$ cat src/rtl/fb_blitter.sv
// fb_blitter: rectangle copy from source RAM into a framebuffer with clipping and colour keying.
module fb_blitter #(
  parameter int FB_W = 240,
  parameter int FB_H = 160
) (
  input  logic        i_clk,
  input  logic        i_rst,
  input  logic        i_cmd_valid,
  output logic        o_cmd_ready,
  input  logic [8:0]  i_cmd_dst_x,
  input  logic [8:0]  i_cmd_dst_y,
  input  logic [8:0]  i_cmd_w,
  input  logic [8:0]  i_cmd_h,
  input  logic [18:0] i_cmd_src_base,
  input  logic [9:0]  i_cmd_src_stride,
  input  logic        i_cmd_key_en,
  input  logic [23:0] i_cmd_key,
  output logic [18:0] o_src_addr,
  input  logic [23:0] i_src_data,
  input  logic        i_wr_allow,
  output logic [15:0] o_fb_addr,
  output logic [23:0] o_fb_data,
  output logic        o_fb_we,
  output logic        o_busy,
  output logic        o_done
);
  localparam logic [9:0] W10 = 10'(FB_W);
  localparam logic [9:0] H10 = 10'(FB_H);
  typedef enum logic [1:0] {S_IDLE, S_PRIME, S_RUN} state_t;
  state_t      r_state, w_state_nxt;
  logic [8:0]  r_dx, r_dy, r_w, r_h, r_col, r_row;
  logic [9:0]  r_stride;
  logic        r_key_en, r_fb_we, r_done;
  logic [23:0] r_key, r_fb_data;
  logic [18:0] r_ptr, r_row_base;
  logic [15:0] r_fb_addr;
  logic        w_accept, w_consume, w_eol, w_last, w_empty, w_fin, w_wr;
  logic [9:0]  w_x, w_y;
  logic [18:0] w_row_next, w_ptr_next;
  logic [31:0] w_lin;
  always_comb begin
    w_accept    = i_cmd_valid && r_state == S_IDLE;
    w_consume   = r_state == S_RUN && i_wr_allow;
    w_empty     = r_w == 9'd0 || r_h == 9'd0;
    w_eol       = r_col == r_w - 9'd1;
    w_last      = w_eol && r_row == r_h - 9'd1;
    w_row_next  = r_row_base + 19'(r_stride);
    w_ptr_next  = w_eol ? w_row_next : r_ptr + 19'd1;
    // Hold the current pixel's address while stalled so its data is re-presented next cycle.
    o_src_addr  = w_consume ? w_ptr_next : r_ptr;
    w_x         = {1'b0, r_dx} + {1'b0, r_col};
    w_y         = {1'b0, r_dy} + {1'b0, r_row};
    w_lin       = 32'(w_y) * 32'(FB_W) + 32'(w_x);
    w_wr        = w_consume && w_x < W10 && w_y < H10 && !(r_key_en && i_src_data == r_key);
    w_fin       = (r_state == S_PRIME && w_empty) || (w_consume && w_last);
    w_state_nxt = r_state == S_IDLE  ? (w_accept ? S_PRIME : S_IDLE) :
                  r_state == S_PRIME ? (w_empty ? S_IDLE : S_RUN) :
                  (w_consume && w_last) ? S_IDLE : S_RUN;
  end
  always_ff @(posedge i_clk) begin
    if (i_rst) begin
      r_state   <= S_IDLE;
      r_done    <= 1'b0;
      r_fb_we   <= 1'b0;
      r_fb_addr <= '0;
      r_fb_data <= '0;
      r_ptr     <= '0;
    end else begin
      r_state <= w_state_nxt;
      r_done  <= w_fin;
      r_fb_we <= w_wr;
      if (w_wr) begin
        r_fb_addr <= w_lin[15:0];
        r_fb_data <= i_src_data;
      end
      if (w_accept) begin
        r_dx       <= i_cmd_dst_x;
        r_dy       <= i_cmd_dst_y;
        r_w        <= i_cmd_w;
        r_h        <= i_cmd_h;
        r_stride   <= i_cmd_src_stride;
        r_key_en   <= i_cmd_key_en;
        r_key      <= i_cmd_key;
        r_ptr      <= i_cmd_src_base;
        r_row_base <= i_cmd_src_base;
        r_col      <= '0;
        r_row      <= '0;
      end
      if (w_consume) begin
        r_col <= w_eol ? 9'd0 : r_col + 9'd1;
        r_row <= w_eol ? r_row + 9'd1 : r_row;
        r_ptr <= w_ptr_next;
        if (w_eol) r_row_base <= w_row_next;
      end
    end
  end
  assign o_cmd_ready = r_state == S_IDLE;
  assign o_busy      = r_state != S_IDLE;
  assign o_done      = r_done;
  assign o_fb_we     = r_fb_we;
  assign o_fb_addr   = r_fb_addr;
  assign o_fb_data   = r_fb_data;
endmodule

$ cat config.mk
export PLATFORM = sky130hd
export DESIGN_NAME = fb_blitter
export DESIGN_NICKNAME = d
export VERILOG_FILES = /design/src/rtl/fb_blitter.sv
export SDC_FILE = /design/constraint.sdc
export NUM_CORES = 1
export LEC_CHECK = 0
export BUFFER_PORTS_ARGS = -buffer_cell sky130_fd_sc_hd__clkbuf_2
export CAP_MARGIN = 10
export CORE_MARGIN = 2
export CORE_UTILIZATION = 55
export CTS_CLUSTER_DIAMETER = 100
export DETAILED_ROUTE_END_ITERATION = 8
export PLACE_DENSITY = 0.74
export SLEW_MARGIN = 20
export SYNTH_ARGS = -nofsm -noshare
export SYNTH_HDL_FRONTEND = slang
export SYNTH_SLANG_ARGS = --single-unit
$ cat constraint.sdc
create_clock -name i_clk -period 13.7 [get_ports i_clk]
set_clock_uncertainty 0.05 [all_clocks]
set_input_delay 0.685 -clock i_clk [delete_from_list [all_inputs] [get_ports i_clk]]
set_output_delay 0.685 -clock i_clk [all_outputs]
set_load 0.1 [all_outputs]
* Word level (Yosys, flattened, before mapping)
Cells that the tools add are included.
** Storage, ports and cells
- Output and inout bits :: 63
- Logic and storage cells :: 72
- Register bits after elaboration :: 171
** Cells by class
- Bitwise gates (word level) :: 1
- Order comparisons :: 2
- Reduce and logical (&&, ||, !) cells :: 20
- Multipliers :: 1
- Add/sub/neg operators :: 9
- Multiplexer cells :: 17
- Eq/ne operators :: 6
** Operators by type and width (count)
- two-way mux 19 bit :: 7
- two-way mux 9 bit :: 5
- equality test 24 bit :: 1
- adder 9 x 9 -> 10 bit :: 2
- less-than comparator 10 x 8 -> 1 bit, second input constant :: 2
- adder 19 x 1 -> 19 bit, second input constant :: 1
- adder 19 x 10 -> 19 bit :: 1
- adder 9 x 1 -> 9 bit, second input constant :: 2
- equality test 9 bit :: 2
- logical NOT 9 bit :: 2
- subtractor 9 x 1 -> 9 bit, second input constant :: 2
- adder 16 x 10 -> 16 bit :: 1
- multiplier 10 x 4 -> 12 bit, second input constant :: 1
- logical AND 1 bit :: 9
- two-way mux 2 bit :: 4
- AND reduction 2 bit :: 2
- nonzero test 2 bit :: 2
- AND reduction 3 bit :: 1
- equality test 2 x 1 -> 1 bit, second input constant :: 1
- equality test 2 bit, second input constant :: 1
- logical NOT 2 bit :: 1
- logical OR 1 bit :: 2
- != test 2 x 1 -> 1 bit, second input constant :: 1
- logical NOT 1 bit :: 1
- other kinds (2) :: 2

* Longest topological paths before layout
- Depth in word-level cells :: 7
- Gate-level depth with buffers :: 22

* Worst setup path before layout
No wires, ideal clock.
- Path type :: reg2reg
- From :: register r_state[1]
- To :: register r_dx[0], enable pin
- Data arrival time :: 5.221 ns
- Slack :: 7.928 ns
- Stages on the path, launching flop included :: 5
- Data required time :: 13.149 ns
- Path buffers :: 1
- Path through :: dfxtp_1 nor2_1 nand2_1 clkbuf_1 nor2_1
** On the way
- Word-level cells in the longest chain between the ends :: 3
** RTL lines
- start: declaration :: RTL line 30 : state_t r_state, w_state_nxt;
- start signal: assignment :: RTL line 69 : r_state <= w_state_nxt;
- logical NOT 2 bit
- named net o_cmd_ready :: RTL line 9 : output logic o_cmd_ready,
- logical AND 1 bit :: RTL line 42 : w_accept = i_cmd_valid && r_state == S_IDLE;
- AND reduction 2 bit (no line)
- end signal: assignment :: RTL line 77 : r_dx <= i_cmd_dst_x;
- end: declaration :: RTL line 31 : logic [8:0] r_dx, r_dy, r_w, r_h, r_col, r_row;
The timed path passes the listed nets, and every way through them passes these cells.
A chain may end at the register's enable or synchronous reset.

* Worst setup path after layout
- From :: register r_row[0]
- To :: register r_fb_addr[15] (netlist: o_fb_addr[15])
** On the way
- Word-level cells in the longest chain between the ends :: 4
- Elaborated cells between the ends (all ways) :: 6
- Classes of those cells :: add/sub: 2; mul: 1; order compare: 1; reduce/logical: 2
** RTL lines
- start: declaration :: RTL line 31
- start signal: assignment :: RTL line 91 : r_row <= w_eol ? r_row + 9'd1 : r_row;
- adder 9 x 9 -> 10 bit * :: RTL line 52 : w_y = {1'b0, r_dy} + {1'b0, r_row};
- branches (longest 3 deep; another with adder 16 x 10 -> 16 bit)
- end signal: assignment :: RTL line 73 : r_fb_addr <= w_lin[15:0];
- end: declaration :: RTL line 36 : logic [15:0] r_fb_addr;
Every way passes the cells marked *.

==> results.json <==
{
  "cap_viol_max_count": 0,
  "power_mw": 1.793,
  "cp-start-kind": "register",
  "max_freq_mhz": 182.0,
  "synth_area_per_cell_um2": 9.691,
  "clock_latency_ns": 0.44,
  "fin_crit_sh_pct": 40.11,
  "synth_cell_types": 70,
  "outcome": "finished clean",
  "fill_cells": 1594,
  "rsz0062_at_grt": "no",
  "dr.pass1.iters": 6,
  "synth_top_family_by_area": "compound AO/OA/AOI/OAI gates",
  "h-tree-depth": 4,
  "drtIter0Drc": 700,
  "synth_compound_area_share_pct": 18.00,
  "finalHoldViolCount": 0,
  "nNetsFinal": 1461,
  "synthArstFlopShare_pct": 0,
  "wl_per_cell_um": 17.22,
  "ir_drop_mv": 0.08633,
  "rows": 51,
  "final_layout_size_suffix_gt1_share_pct": 18.74,
  "regArea_um2": 4504,
  "antennaDiodeCount": 0,
  "synth_xor_area_share_pct": 9.655,
  "clk_path_buf_depth": 2,
  "grt-ovfl-total": 0,
  "grt_max_degree": 68,
  "synth-edff-count": 108,
  "synthAdderAreaFrac_pct": 9.944,
  "netlist_instances": 1114,
  "final.setup.tns_ns": 0,
  "num_io_pins": 181,
  "area_growth_pct": 16.18,
  "antenna_left": 0,
  "p_leak_nw": 5.099,
  "arrival_ns": 5.80,
  "antenna_found_initial": 1,
  "slew_viol_final": 0,
  "synth-simple-area-share_pct": 13.97,
  "critPathCaptureType": "register",
  "grt_pass1_vias": 8173,
  "maxSlewHeadroom_pct": 31.50,
  "critPathKind": "reg2reg",
  "cts_tree": "done",
  "initial_core_util_pct": 55.83,
  "clk_pin_slew_worst_paths_ns": 0.08,
  "synth_mux_area_share_pct": 2.260,
  "syn_nets": 1307,
  "place_congestion": 0.8555,
  "ys.flop_type": "edfxtp_1",
  "hpwl_um": 19000,
  "yosysWarnings": 0,
  "tightestPinTransition_ns": 1.028,
  "worst_ep_required_time_ns": 14.01,
  "cts_hold_repair.buffers": 0,
  "ys_seq_area_share_pct": 41.72,
  "drc_errors": 0,
  "hold_class": "in2reg",
  "die_x_um": 144.1,
  "setup_viol": 0,
  "path_max_fanout": 5,
  "multiInputGateArea_um2": 5838,
  "grt_usage_pct": 25.42,
  "vias": 8930,
  "die_h_um": 144.1,
  "final_core_util_pct": 64.87,
  "ys_seq_elements": 171,
  "cts-buffers-inserted": 17,
  "grt_pass1_wl_um": 41230,
  "core-area_um2": 19330,
  "cts_sinks": 171,
  "cts-resized-gates": 0,
  "io_buffers": 180,
  "post_cts_buffers": 0,
  "cellPowerDensity_nw_per_um2": 143.0,
  "period_minus_slack_ns": 5.495,
  "netlist_area_um2": 10800,
  "viasPerCell": 5.776,
  "r2r_slack_ns": 8.20,
  "die_area_um2": 20760,
  "cts-root-buf": "clkbuf_16",
  "drt_wl_total_um": 26630
}
-- layout make-up --
class	count	share of cell area, %
timing repair buffer	190	7.841
sequential	171	35.91
multi-input combinational	822	46.55
clock inverter	15	1.686
tap	265	2.644
clock buffer	17	3.392
inverter	66	1.975
-- worst max-delay path: stages, from the launching register on --
cell and delay (ns):
edfxtp_1 0.44, ha_1 0.24, inv_1 0.07, fa_1 0.40, nor2b_1 0.12, o21ai_0 0.08
nand2b_1 0.11, a21oi_1 0.08, o21bai_1 0.20, xor2_1 0.44, inv_1 0.19, fa_1 0.49
fa_1 0.56, inv_1 0.04, ha_1 0.30, inv_1 0.07, o311ai_0 0.62, nand4b_1 0.27
nor3_1 0.30, xnor2_1 0.11, a211oi_1 0.23
-- Yosys cell counts, drive strengths merged, types with 6 or more instances --
cell type	count	area, um2
mux2i	21	210.2
dfxtp	63	1261
o21a	15	112.6
nand4	15	93.84
xor2	39	341.6
edfxtp	108	3243
ha	57	713.2
nor4	9	56.30
nand3b	6	45.04
o21ai	68	340.3
and2	6	37.54
o21bai	7	52.55
or3	6	37.54
nand2b	9	56.30
nor2	59	221.5
clkbuf	48	180.2
and3	17	106.4
nor3	22	110.1
a31oi	8	50.05
a21o	12	90.09
xnor2	80	700.7
a21boi	8	60.06
nand2	72	272.8
nand3	63	320.3
a221oi	16	165.2
buf	7	52.54
a21oi	98	490.5
inv	66	247.7
fa	18	360.4
nor2b	8	50.05
a211oi	17	127.6
-- metrics by stage --
step	hold slack (ns)	instance area, um2	setup slack [ns]	instances
floorplan	0.4702	10800	7.928	1114
global placement	0.4071	11890	8.442	1513
detailed placement	0.4129	11890	8.311	1513
CTS	0.3469	12530	8.216	1545
global route	0.3424	12540	7.809	1546
finish	0.3597	12540	8.205	1546
-- placed cells by master, fill, tap and decap left out, drive strengths merged, types with 57 or more instances in the layout --
cell type	netlist	final
xnor2	80	80
o21ai	68	68
dfxtp	63	63
ha	57	57
inv	66	72
a21oi	98	98
nor2	59	59
edfxtp	108	108
nand2	72	72
nand3	63	63
clkbuf	48	197
-- sequential cells by signal (all words and copies together) (netlist names) --
signal,flops
o_done,1
o_fb_addr,16
o_fb_data,24
o_fb_we,1
r_col,9
r_dx,9
r_dy,9
r_h,9
r_key,24
r_key_en,1
r_ptr,19
r_row,9
r_row_base,19
r_state,2
r_stride,10
r_w,9
-- cell families (layout without fill, tap and decap cells) --
family          after synthesis  after routing
fa+ha+maj                    75             75
mux                          24             24
flops                       171            171
buf+inv                     121            288
simple gates                304            304
xor+xnor                    119            119
compound gates              300            300
-- per-layer routing --
metal	share of wire [%]	up-vias	wire length, um	global-route usage [%]
li1	-	4374	-	-
met1	45	4162	11860	35.69
met2	46	363	12120	39.35
met3	8.5	31	2270	6.126
met4	1.4	0	380	7.224
met5	0	-	0	0
-- worst paths after layout --
check / from / to / cells past startpoint
worst max-delay path: r_row[0] / o_fb_addr[15] / 20
worst min-delay path: i_cmd_key[14] / r_key[14] / 1
worst max register to register: r_row[0] / o_fb_addr[15] / 20
worst min register to register: o_fb_addr[7] / o_fb_addr[7] / 2
-- power breakdown --
| group | internal, mW | leakage, nW | switching, mW |
|---|---|---|---|
| registers | 0.575 | 1.53 | 0.0228 |
| clock network | 0.253 | 0.305 | 0.253 |
| logic | 0.275 | 3.26 | 0.415 |
No activity file was read; power rests on OpenSTA's default activity.
